<file path="src/rtl/fib_seq_ctrl.sv">
// Job sequencer and 2-way round-robin arbiter wrapped around the 16-bit Fibonacci generator.
// Define FIB_SEQ_TIMEOUT_EN to build the WAIT-state watchdog.
module fib_seq_ctrl #(
   parameter int LEN_W   = 5,
   parameter int MAX_LEN = 24
`ifdef FIB_SEQ_TIMEOUT_EN
   ,
   parameter int TMO_CYC = 4
`endif
) (
   input  logic             clk,
   input  logic             rst,
   input  logic [1:0]       req,
   input  logic [LEN_W-1:0] req_len0,
   input  logic [LEN_W-1:0] req_len1,
   output logic [1:0]       gnt,
   output logic             gen_clr,
   output logic             gen_en,
   input  logic             gen_valid,
   input  logic [15:0]      gen_out,
   output logic             out_valid,
   input  logic             out_ready,
   output logic [15:0]      out_data,
   output logic             out_id,
   output logic             out_last,
   output logic             done,
   output logic             err,
   output logic             busy
);

   typedef enum logic [2:0] {
      ST_IDLE,
      ST_CLEAR,
      ST_STEP,
      ST_WAIT,
      ST_HOLD
   } state_t;

   localparam logic [LEN_W-1:0] MAX_LEN_L = LEN_W'(MAX_LEN);

   state_t           state_q, state_d;
   logic             rr_q, rr_d;
   logic [LEN_W-1:0] len_q, len_d;
   logic [LEN_W-1:0] cnt_q, cnt_d;
   logic             gen_clr_q, gen_clr_d;
   logic             gen_en_q, gen_en_d;
   logic             out_valid_q, out_valid_d;
   logic [15:0]      out_data_q, out_data_d;
   logic             out_id_q, out_id_d;
   logic             out_last_q, out_last_d;
   logic             done_q, done_d;
   logic             err_q, err_d;

   logic [1:0]       gnt_c;
   logic             sel_id;
   logic [LEN_W-1:0] sel_len;
   logic [LEN_W-1:0] cnt_inc;

`ifdef FIB_SEQ_TIMEOUT_EN
   localparam int             TMO_W    = $clog2(TMO_CYC + 1);
   localparam logic [TMO_W-1:0] TMO_LAST = TMO_W'(TMO_CYC - 1);
   logic [TMO_W-1:0] tmo_q, tmo_d;
`endif

   assign cnt_inc = cnt_q + LEN_W'(1);

   always_ff @(posedge clk or posedge rst) begin
      if (rst) begin
         state_q     <= ST_IDLE;
         rr_q        <= 1'b0;
         len_q       <= '0;
         cnt_q       <= '0;
         gen_clr_q   <= 1'b0;
         gen_en_q    <= 1'b0;
         out_valid_q <= 1'b0;
         out_data_q  <= '0;
         out_id_q    <= 1'b0;
         out_last_q  <= 1'b0;
         done_q      <= 1'b0;
         err_q       <= 1'b0;
`ifdef FIB_SEQ_TIMEOUT_EN
         tmo_q       <= '0;
`endif
      end else begin
         state_q     <= state_d;
         rr_q        <= rr_d;
         len_q       <= len_d;
         cnt_q       <= cnt_d;
         gen_clr_q   <= gen_clr_d;
         gen_en_q    <= gen_en_d;
         out_valid_q <= out_valid_d;
         out_data_q  <= out_data_d;
         out_id_q    <= out_id_d;
         out_last_q  <= out_last_d;
         done_q      <= done_d;
         err_q       <= err_d;
`ifdef FIB_SEQ_TIMEOUT_EN
         tmo_q       <= tmo_d;
`endif
      end
   end

   // Generator strobes are set on the transition into CLEAR/STEP so they line up with those states.
   always_comb begin
      state_d     = state_q;
      rr_d        = rr_q;
      len_d       = len_q;
      cnt_d       = cnt_q;
      gen_clr_d   = 1'b0;
      gen_en_d    = 1'b0;
      out_valid_d = out_valid_q;
      out_data_d  = out_data_q;
      out_id_d    = out_id_q;
      out_last_d  = out_last_q;
      done_d      = 1'b0;
      err_d       = err_q;
      gnt_c       = 2'b00;
      sel_id      = 1'b0;
      sel_len     = req_len0;
`ifdef FIB_SEQ_TIMEOUT_EN
      tmo_d       = tmo_q;
`endif

      case (state_q)
         ST_IDLE: begin
            if (req != 2'b00) begin
               // The pointer only advances when both requesters compete.
               if (req == 2'b11) begin
                  sel_id = rr_q;
                  rr_d   = ~rr_q;
               end else begin
                  sel_id = req[1];
               end
               sel_len  = sel_id ? req_len1 : req_len0;
               gnt_c    = sel_id ? 2'b10 : 2'b01;
               out_id_d = sel_id;
               cnt_d    = '0;
               if (sel_len == '0) begin
                  len_d  = '0;
                  done_d = 1'b1;
               end else begin
                  if (sel_len > MAX_LEN_L) begin
                     len_d = MAX_LEN_L;
                     err_d = 1'b1;
                  end else begin
                     len_d = sel_len;
                  end
                  gen_clr_d = 1'b1;
                  state_d   = ST_CLEAR;
               end
            end
         end

         ST_CLEAR: begin
            gen_en_d = 1'b1;
            state_d  = ST_STEP;
         end

         ST_STEP: begin
`ifdef FIB_SEQ_TIMEOUT_EN
            tmo_d   = '0;
`endif
            state_d = ST_WAIT;
         end

         ST_WAIT: begin
            if (gen_valid) begin
               out_data_d  = gen_out;
               out_valid_d = 1'b1;
               out_last_d  = (cnt_inc == len_q);
               state_d     = ST_HOLD;
            end
`ifdef FIB_SEQ_TIMEOUT_EN
            else if (tmo_q == TMO_LAST) begin
               err_d   = 1'b1;
               done_d  = 1'b1;
               state_d = ST_IDLE;
            end else begin
               tmo_d = tmo_q + TMO_W'(1);
            end
`endif
         end

         ST_HOLD: begin
            if (out_ready) begin
               out_valid_d = 1'b0;
               out_last_d  = 1'b0;
               cnt_d       = cnt_inc;
               if (cnt_inc == len_q) begin
                  done_d  = 1'b1;
                  state_d = ST_IDLE;
               end else begin
                  gen_en_d = 1'b1;
                  state_d  = ST_STEP;
               end
            end
         end

         default: state_d = ST_IDLE;
      endcase
   end

   // Grant is decided combinationally in IDLE; masking with rst keeps it quiet during reset.
   assign gnt       = rst ? 2'b00 : gnt_c;
   assign gen_clr   = gen_clr_q;
   assign gen_en    = gen_en_q;
   assign out_valid = out_valid_q;
   assign out_data  = out_data_q;
   assign out_id    = out_id_q;
   assign out_last  = out_last_q;
   assign done      = done_q;
   assign err       = err_q;
   assign busy      = (state_q != ST_IDLE);

endmodule

</file>
<file path="config.mk">
export PLATFORM = sky130hd
export DESIGN_NAME = fib_seq_ctrl
export DESIGN_NICKNAME = d
export VERILOG_FILES = /design/src/rtl/fib_seq_ctrl.sv
export SDC_FILE = /design/constraint.sdc
export NUM_CORES = 1
export LEC_CHECK = 0
export BUFFER_PORTS_ARGS = -buffer_cell sky130_fd_sc_hd__buf_2
export CAP_MARGIN = 20
export CORE_ASPECT_RATIO = 1.2
export CORE_MARGIN = 2
export CORE_UTILIZATION = 45
export DETAILED_ROUTE_END_ITERATION = 8
export HOLD_SLACK_MARGIN = 0.03
export PLACE_DENSITY = 0.75
export SETUP_SLACK_MARGIN = 0.5
export SLEW_MARGIN = 25
export SYNTH_ARGS = -nofsm -noshare
export SYNTH_HDL_FRONTEND = slang
export SYNTH_SLANG_ARGS = --single-unit
</file>
<file path="constraint.sdc">
create_clock -name clk -period 1.4 [get_ports clk]
set_clock_uncertainty 0.05 [all_clocks]
set_input_delay 0.21 -clock clk [delete_from_list [all_inputs] [get_ports clk]]
set_output_delay 0.21 -clock clk [all_outputs]
set_load 0.005 [all_outputs]
</file>
==> summary.md <==
| Metric | Value |
|---|---|
| Status | `finished, violations left` |
| Failing checks | `negative setup slack` |
| IO Count | `58` |
| Initial drt markers | `74` |
| R2R Path Start | `state_q[0]` |
| Critical path buffer and inverter count | `2` |
| Final nets | `284` |
| CTS buffer count | `5` |
| Final worst slack | `-0.2339 ns` |
| Post-DP HPWL | `2.796 mm` |
| Drt via density | `5.076` |
| Place WS | `-0.04576 ns` |
| CP peak stage delay | `0.44 ns` |
| Worst setup EP type | `primary output` |
| TNS Setup | `-5.780 ns` |
| DR WL/cell | `15.47 um` |
| Synth cell count leaders | `dfrtp_1 (37), nand2_1 (17), mux2_2 (15), o21ai_0 (10), mux2i_1 (6)` |
| Final setup vio count | `37` |
| GRT Overall Usage | `21.31%` |
| Critical Path Fanout Max | `3` |
| Post-detailed-routing wire length | `4.702 mm` |
| Layout cells sized above 1 | `62.30%` |
| Multi-input combinational cell area | `963.4 sq um` |
| Post-Syn Nets | `182` |
| Clk sinks | `37` |
| Reg2reg setup slack | `-0.22 ns` |
| CP Launch Type | `register` |
| Placed inst area | `2271 sq um` |
| Ys Warns | `0` |
| Max Cap Violations | `0` |
| Area Overhead vs Synth | `64.05%` |
| Library cells used by synthesis | `37` |
| CTS tree | `done` |
| Site row count | `24` |
| EDFF count, synth | `0` |
| Routed Antenna Nets | `0` |
| H-tree levels | `2` |
| Final hold violation count | `0` |
| Vias in the first global route | `1540` |
| Worst-path clk slew | `0.08 ns` |
| Sequence of cells on the critical path | `nor3_4, nand2_2, inv_2, and3_4, buf_6` |
| Placer Congestion | `0.8045` |
| IO buf count | `57` |
| Min Hold Slack | `0.01549 ns` |
| Die Y | `71.78 um` |
| Sequential area share after synthesis | `53.74%` |
| Crit. Startpoint | `state_q[0]` |
| Relative max-transition margin | `66.43%` |
| Worst-margin pin slew | `0.4938 ns` |
| Fillers | `242` |
| Final-report max-slew violation count | `0` |
| Largest net degree at the start of global routing | `38` |
| Post-synth top area share | `53.74%` |
| Worst path slowest cell | `dfrtp_2` |
| #FFs+latches synth | `37` |
| Clock Tree Buf Depth | `2` |
| Cell Pwr Density | `2012 nW/um^2` |
| Synth Instances | `149` |
| Syn avg cell area | `11.56 sq um` |
| Max Clk Rate | `612.0 MHz` |
| Pleak | `0.001437 uW` |
| Die Width | `60.49 um` |
| Worst skew pair latency | `0.29 ns` |
| Final period util | `116.7%` |
| Fin area | `2826 sq um` |
| Max VDD drop | `1.054 mV` |
| Post-Syn Area | `1723 sq um` |
| Total gr overflow | `0` |
| Most frequent cell after synthesis | `dfrtp_1` |
| Pre-antenna DRT Iters | `4` |
| Most used DFF post-synth | `dfrtp_1` |
| Initial antenna violation count | `0` |
| Residual DRC | `0` |
| RSZ-0062 raised after global routing | `true` |
| Die Area | `4342 sq um` |
| R2R cell count | `6` |
| Yosys top cell by area | `dfrtp_1` |
| R2r endpoint | `out_data[5]` |
| Worst path arrival time | `1.37 ns` |
| Routed via count | `1543` |
| Placed Instances | `271` |
| Initial core utilization | `47.03%` |
| Final std cells w/o fill | `304` |
| Hold_buf cts | `0` |
| FF+latch area | `929.6 sq um` |
| Synth area leaders | `dfrtp_1 (54%), mux2_2 (9.8%), nand2_1 (3.7%)` |
| CP top delay family | `simple AND/OR/NAND/NOR gates` |
| Fin crit period | `1.634 ns` |
| Post-synth ARST share | `100.0%` |
| Req. time, crit path | `1.14 ns` |
| Ant diodes | `0` |
| Root Driver | `clkbuf_8` |
| Core Area | `3664 sq um` |
| Global-route wire length before repair | `6.879 mm` |
| Worst hold path class | `in -> async` |
| Crit path kind | `reg -> out` |
## placed cells by master, fill, tap and decap left out, types with 2 or more instances in the layout
| cell type | synthesis | final |
|---|---|---|
| dfrtp_1 | 37 | 34 |
| nor3_1 | 5 | 4 |
| nand2b_4 | 0 | 2 |
| buf_2 | 4 | 55 |
| o21ai_1 | 0 | 8 |
| xnor2_1 | 5 | 5 |
| clkbuf_8 | 0 | 5 |
| bufinv_16 | 0 | 2 |
| o31ai_4 | 0 | 3 |
| or2_2 | 2 | 2 |
| nor2_1 | 4 | 4 |
| nand2_2 | 1 | 3 |
| nand3_1 | 4 | 3 |
| a22o_1 | 2 | 2 |
| and3_4 | 0 | 2 |
| o21ai_2 | 0 | 2 |
| buf_12 | 0 | 2 |
| a21oi_2 | 0 | 2 |
| xor2_1 | 3 | 3 |
| nand2_1 | 17 | 12 |
| nand2_4 | 0 | 3 |
| dfrtp_2 | 0 | 3 |
| mux2_4 | 0 | 16 |
| and2_1 | 2 | 2 |
| buf_6 | 0 | 9 |
| buf_4 | 0 | 32 |
| mux2i_1 | 6 | 5 |
## what timing repair did
item	in CTS	in global routing
gates resized for setup	26	24
pin swaps	11	9
setup endpoints to repair	63	63
gates cloned	2	0
setup buffers	11	12
## worst max path at each step
stage	endpoint	cells past startpoint	slack (ns)
2_1_floorplan	gen_clr	4	0.06
3_3_place_gp	gen_clr	5	-0.03
3_5_place_dp	out_data[9]	3	-0.05
4_1_cts	gnt[1]	5	-0.23
5_1_grt	gnt[0]	5	-0.28
6_report	gnt[0]	5	-0.23
## power breakdown
| group | switching, uW | internal, uW | leakage (uW) | total (uW) |
|---|---|---|---|---|
| clock network | 371 | 707 | 0.0000681 | 1080 |
| logic | 1060 | 1740 | 0.000916 | 2790 |
| registers | 306 | 1510 | 0.000453 | 1810 |
| total | 1740 | 3950 | 0.00144 | 5690 |
## through the flow
step                      power [uW]  utilization [%]
after detailed placement        3591            61.99
final                           5686            77.15
after floorplan                 2910                -
after global placement          3529            61.99
after global routing            6011            77.15
after CTS                       5197            71.93
## per-layer routing
| metal | part of all wire [%] | up-vias | global-route usage (%) |
|---|---|---|---|
| met3 | 4.8 | 4 | 5.235 |
| met5 | 0 | - | 0 |
| met1 | 39 | 752 | 25.80 |
| met2 | 54 | 52 | 36.84 |
| li1 | - | 735 | - |
| met4 | 1.3 | 0 | 6.522 |
## flip-flops by register name (all words and copies together) (netlist names)
name	flops
cnt_q	5
done	1
err	1
gen_clr	1
gen_en	1
len_q	5
out_data	16
out_id	1
out_last	1
out_valid	1
rr_q	1
state_q	3
## cells by family (layout without fill, tap and decap cells)
kind of cell / count (synthesis) / count (layout) / synth area share (%)
XOR/XNOR: 9 / 9 / 5.374
multiplexers: 22 / 22 / 13.94
buffers and inverters: 8 / 111 / 2.033
AO/OA/AOI/OAI: 25 / 25 / 9.804
adder cells (fa/ha/maj): 1 / 1 / 0.7261
flip-flops: 37 / 37 / 53.74
AND/OR/NAND/NOR: 47 / 47 / 14.38
## worst reg2reg max path, cell delays in order (launching register included)
cell	delay, ns
dfrtp_2	0.44
buf_4	0.14
buf_6	0.12
and3_4	0.18
nand2b_4	0.12
buf_6	0.15
mux2_4	0.30
## area by class of cell
type / count / share of cell area [%]
Multi-Input combinational cell: 104 / 34.09
Sequential cell: 37 / 32.89
Timing Repair Buffer: 100 / 25.37
Clock buffer: 5 / 2.435
Clock inverter: 3 / 2.302
Tap cell: 52 / 2.302
Inverter: 3 / 0.6197
Note: power is estimated with default switching activity, not from simulation.
